`config.mk`:
```
export PLATFORM = sky130hd
export DESIGN_NAME = bus_mux_arb
export DESIGN_NICKNAME = d
export VERILOG_FILES = /design/src/rtl/bus_mux_arb.sv
export SDC_FILE = /design/constraint.sdc
export NUM_CORES = 1
export LEC_CHECK = 0
export ABC_AREA = 1
export CAP_MARGIN = 20
export CORE_AREA = 5 5 331 333
export DETAILED_ROUTE_END_ITERATION = 10
export DIE_AREA = 0 0 336 338
export SLEW_MARGIN = 20
export SYNTH_ARGS = -nofsm -noshare
export SYNTH_HDL_FRONTEND = slang
export SYNTH_SLANG_ARGS = --single-unit
```
`constraint.sdc`:
```
create_clock -name clk -period 16.23 [get_ports clk]
set_clock_uncertainty 0.1 [all_clocks]
set_input_delay 4.0575 -clock clk [delete_from_list [all_inputs] [get_ports clk]]
set_output_delay 4.0575 -clock clk [all_outputs]
set_load 0.05 [all_outputs]
```
`src/rtl/bus_mux_arb.sv`:
```
// Registered bus multiplexer with direct-select, fixed-priority and round-robin arbitration.
// Optional even-parity output bus_par is enabled by defining BUS_MUX_PARITY_EN.
module bus_mux_arb #(
  parameter  int NUM_SRC = 24,
  parameter  int DATA_W  = 32,
  localparam int SEL_W   = $clog2(NUM_SRC)
) (
  input  logic                      clk,
  input  logic                      clr_n,
  input  logic [NUM_SRC*DATA_W-1:0] src_data,
  input  logic [NUM_SRC-1:0]        src_req,
  input  logic [1:0]                mode,
  input  logic [SEL_W-1:0]          sel,
  input  logic                      sel_vld,
  input  logic                      bus_ready,
  output logic [DATA_W-1:0]         bus_data,
  output logic                      bus_valid,
  output logic [NUM_SRC-1:0]        grant,
  output logic [SEL_W-1:0]          grant_idx,
  output logic                      sel_err
`ifdef BUS_MUX_PARITY_EN
  ,
  output logic                      bus_par
`endif
);

  typedef enum logic [1:0] {
    MODE_DIRECT = 2'b00,
    MODE_PRIO   = 2'b01,
    MODE_RR     = 2'b10,
    MODE_RSVD   = 2'b11
  } mode_e;

  mode_e mode_sel;
  assign mode_sel = mode_e'(mode);

  logic [DATA_W-1:0]    bus_data_q, bus_data_d;
  logic                 bus_valid_q, bus_valid_d;
  logic [NUM_SRC-1:0]   grant_q, grant_d;
  logic [SEL_W-1:0]     grant_idx_q, grant_idx_d;
  logic                 sel_err_q, sel_err_d;
  logic [SEL_W-1:0]     rr_ptr_q, rr_ptr_d;
  logic                 bus_par_q, bus_par_d;

  logic                 cand_vld;
  logic [SEL_W-1:0]     cand_idx;
  logic [DATA_W-1:0]    cand_data;
  logic [NUM_SRC-1:0]   cand_onehot;
  logic                 illegal;
  logic [2*NUM_SRC-1:0] req_rot;
  logic                 slot;
  logic                 load;
  int                   rr_sum;
  int                   rr_inc;

  assign slot    = !bus_valid_q || bus_ready;
  assign load    = slot && cand_vld;
  // Rotating the doubled request vector puts rr_ptr at bit 0, so the wrap search is a plain lowest-bit scan.
  assign req_rot = {src_req, src_req} >> rr_ptr_q;

  // NOTE: every combinational output gets a default first, so no path leaves a variable unassigned (no latch).
  always_comb begin
    cand_vld = 1'b0;
    cand_idx = '0;
    illegal  = 1'b0;
    rr_sum   = 0;
    case (mode_sel)
      MODE_DIRECT: begin
        if (sel_vld) begin
          if (int'(sel) < NUM_SRC) begin
            cand_vld = 1'b1;
            cand_idx = sel;
          end else begin
            illegal = 1'b1;
          end
        end
      end
      MODE_PRIO: begin
        for (int i = NUM_SRC - 1; i >= 0; i--) begin
          if (src_req[i]) begin
            cand_vld = 1'b1;
            cand_idx = SEL_W'(i);
          end
        end
      end
      MODE_RR: begin
        for (int i = NUM_SRC - 1; i >= 0; i--) begin
          if (req_rot[i]) begin
            cand_vld = 1'b1;
            rr_sum   = int'(rr_ptr_q) + i;
          end
        end
        if (rr_sum >= NUM_SRC) rr_sum = rr_sum - NUM_SRC;
        cand_idx = SEL_W'(rr_sum);
      end
      default: illegal = |src_req;
    endcase
  end

  always_comb begin
    cand_data   = '0;
    cand_onehot = '0;
    for (int i = 0; i < NUM_SRC; i++) begin
      if (cand_idx == SEL_W'(i)) begin
        cand_data      = src_data[i*DATA_W +: DATA_W];
        cand_onehot[i] = 1'b1;
      end
    end
  end

  always_comb begin
    bus_data_d  = bus_data_q;
    bus_valid_d = bus_valid_q;
    grant_d     = grant_q;
    grant_idx_d = grant_idx_q;
    rr_ptr_d    = rr_ptr_q;
    bus_par_d   = bus_par_q;
    sel_err_d   = slot && illegal;
    rr_inc      = int'(cand_idx) + 1;
    if (slot) bus_valid_d = cand_vld;
    if (load) begin
      bus_data_d  = cand_data;
      grant_d     = cand_onehot;
      grant_idx_d = cand_idx;
      bus_par_d   = ^cand_data;
      if (mode_sel == MODE_RR) rr_ptr_d = (rr_inc >= NUM_SRC) ? '0 : SEL_W'(rr_inc);
    end
  end

  // NOTE: state registers use non-blocking assignments so all flops update from pre-edge values.
  always_ff @(posedge clk or negedge clr_n) begin
    if (!clr_n) begin
      bus_data_q  <= '0;
      bus_valid_q <= 1'b0;
      grant_q     <= '0;
      grant_idx_q <= '0;
      sel_err_q   <= 1'b0;
      rr_ptr_q    <= '0;
      bus_par_q   <= 1'b0;
    end else begin
      bus_data_q  <= bus_data_d;
      bus_valid_q <= bus_valid_d;
      grant_q     <= grant_d;
      grant_idx_q <= grant_idx_d;
      sel_err_q   <= sel_err_d;
      rr_ptr_q    <= rr_ptr_d;
      bus_par_q   <= bus_par_d;
    end
  end

  assign bus_data  = bus_data_q;
  assign bus_valid = bus_valid_q;
  assign grant     = grant_q;
  assign grant_idx = grant_idx_q;
  assign sel_err   = sel_err_q;

`ifdef BUS_MUX_PARITY_EN
  assign bus_par = bus_par_q;
`else
  logic unused_par;
  assign unused_par = bus_par_q;
`endif

endmodule

```
==> out/metrics.cfg <==
[run_status]
status = finished, final reports clean

[pwr]
power_density_nw_per_um2 = 235.0
netSwitchingPower_w = 0.004025
seqPwrFrac_pct = 5.1
power_frac_clock_pct = 4.1
p_int_w = 0.001869
ir_drop_v = 0.0001031
comb_power_share_pct = 90.8
power.leakage_nw = 10.98
switching_share_pct = 68.29

[routing]
ant_nets = 0
wirelength_um = 123700
drc_errors = 0
vias = 23100
viasPerCell = 4.541
routedWlPerCell_um = 24.32
firstDrtPassIters = 7
drtIter0Drc = 2269

[sta]
setup-violations-final = 0
fin_crit_sh_pct = 82.14
period_needed_ns = 13.33
fin_tns_setup_ns = 0
relSlewSlack_pct = 19.69
hold_viol_final = 0
rsz0062_at_grt = false
max_freq_ghz = 0.07501
whs_ns = 0.3827
worst_pin_slew_ns = 1.189
drv_slew = 0

[floorplanning]
die_area_um2 = 113600
core_um2 = 106300
ios = 866
start_util_pct = 13.89
rows = 120
dieWidth_um = 336
dieHeight_um = 338

[synth]
async_reset_ff_share_pct = 100.0
yosys.area.top_type = nand2_1
synth_area_leaders = nand2_1 (29%), nand3_1 (13%), dfrtp_1 (12%)
syn_inst = 2926
synth_enable_flop_cells = 0
synth_area_um2 = 14770
yosysTopAreaCellShare_pct = 28.82
yosysWarnings = 0
synth_nets = 3750
ys_ff_latch = 68
synthFlopType = dfrtp_1
synth_common_cells = nand2_1 (1134), nand3_1 (383), nor2_1 (288), a21oi_1 (235), inv_1 (139)
seq_area_frac_synth_pct = 11.52
synth_cell_types = 56
yosysMostFrequentCell = nand2_1
avgSynthCellArea_um2 = 5.048

[finish]
post-route-util_pct = 23.59
areaGrowthSynthToFinish_pct = 69.81
filler_cell_count = 12350
nNetsFinal = 4488
instances_no_fill = 5086
drive_above_1_share_pct = 6.187

[critical_path]
cp.arrival_ns = 13.51
critPathKind = primary input to register
cp_max_fo = 34
crit_required_ns = 16.41
worstSetupEndpointType = register
setup.worst_path.start_class = primary input
cpPeakStageDelay_ns = 1.04
crit_slowest_cell = nor2_4
path_common_cell = nand2_1

[clocking]
cts-root-buf = clkbuf_16
cts_hold_buffers = 0
cts_setup_buffers = 0
postCtsResizedCells = 0
numClockSinks = 68
cts_tree = yes
htree_levels = 3
cts_buffers = 9
cts.path.max_buffers = 2
clkLatencyLatePin_ns = 0.39
cts.clk_slew.worst_paths_ns = 0.07

[placed_design]
dp_cells = 5055
port_buffers = 865
hpwlAfterDp_um = 101300
routabilityCongestion = 1.037

[global_routing]
grt.overflow.total = 0
grt_pass1_vias = 21160
grt_pass1_wl_um = 166000
antenna_found_initial = 15
grt_max_degree = 71
grtUsageTotal_pct = 20.38

[hold_path]
hold_path_class = register to register

[run]
timing.max_cap.violations = 0

power by group through the flow:
stage,combinational (W),clock [W],sequential (W)
final,0.00535,0.000244,0.000298
after floorplan,0.00278,0,0.000461
after global routing,0.00584,0.000257,0.000305
after global placement,0.00533,0,0.000297
after detailed placement,0.00531,0,0.000297
after CTS,0.00533,0.000252,0.000296
registers in the layout (all words and copies together), names as in the netlist:
| signal | count |
|---|---|
| bus_data | 32 |
| rr_ptr_q | 5 |
| grant_idx | 5 |
| sel_err | 1 |
| bus_valid | 1 |
| grant | 24 |
final timing paths:
check,startpoint,to,slack (ns),cells after the start
setup / recovery,src_req[18],bus_data[4],2.90,46
hold / removal,bus_data[12],bus_data[12],0.38,2
setup reg to reg,rr_ptr_q[0],bus_data[4],5.78,51
hold reg to reg,bus_data[12],bus_data[12],0.38,2
max in group asynchronous,clr_n,rr_ptr_q[3],11.31,2
min in group asynchronous,clr_n,grant[23],3.50,1
worst max-delay path, delay by kind of cell:
kind | cells | cell delay, ns
simple gates | 23 | 4.55
fa+ha+maj | 1 | 0.25
buf+inv | 2 | 1.26
compound gates | 20 | 3.30
metal layers:
metal	vias up	GRT usage [%]	share of wire (%)
met2	1171	32.43	45
met1	10810	28.01	44
li1	11000	-	-
met3	112	5.277	9.5
met5	-	0	0.023
met4	6	3.909	2.2
final cells by class:
type | count | area [um2] | share of cell area, %
Tap cell | 1403 | 1755 | 7.000
Clock buffer | 9 | 225.2 | 0.8980
Multi-Input combinational cell | 2508 | 11630 | 46.38
Clock inverter | 7 | 98.84 | 0.3941
Sequential cell | 68 | 1704 | 6.795
Timing Repair Buffer | 908 | 8986 | 35.83
Inverter | 169 | 641.9 | 2.559
Antenna cell | 14 | 35.03 | 0.1397
layout by cell type (no fill, tap or decap), drive strengths merged, types with 2 or more instances in the layout:
cell              n
o221ai            4
nor2            302
a31oi             8
clkbuf            9
o21bai            4
o21a              2
o211ai           49
xor2             12
clkdlybuf4s50   864
nor3             15
o21ai           147
a221oi            3
a21oi           237
xnor2             3
dfrtp            68
diode            14
nand2          1142
bufinv            2
nand4            22
a211oi            2
ha               21
inv             167
nand3           390
a32o              2
buf              44
clkinv            6
and2              2
a41oi             2
o22ai             4
or2             124
o31ai             3
per-stage QoR:
| step | setup slack (ns) | instance area, um2 | total power, W |
|---|---|---|---|
| floorplan | 6.865 | 14770 | 0.003239 |
| global placement | 2.529 | 24700 | 0.005627 |
| detailed placement | 2.551 | 24700 | 0.005611 |
| CTS | 2.942 | 25030 | 0.005879 |
| global route | 2.293 | 25050 | 0.006406 |
| finish | 2.899 | 25080 | 0.005895 |
cell families after synthesis:
| group | after synthesis | share of synthesized area (%) |
|---|---|---|
| fa+ha+maj | 21 | 1.779 |
| buf+inv | 350 | 10.20 |
| simple gates | 1999 | 57.82 |
| xor+xnor | 15 | 0.8896 |
| compound gates | 473 | 17.79 |
| flops | 68 | 11.52 |
(Power assumes the default switching activity.)
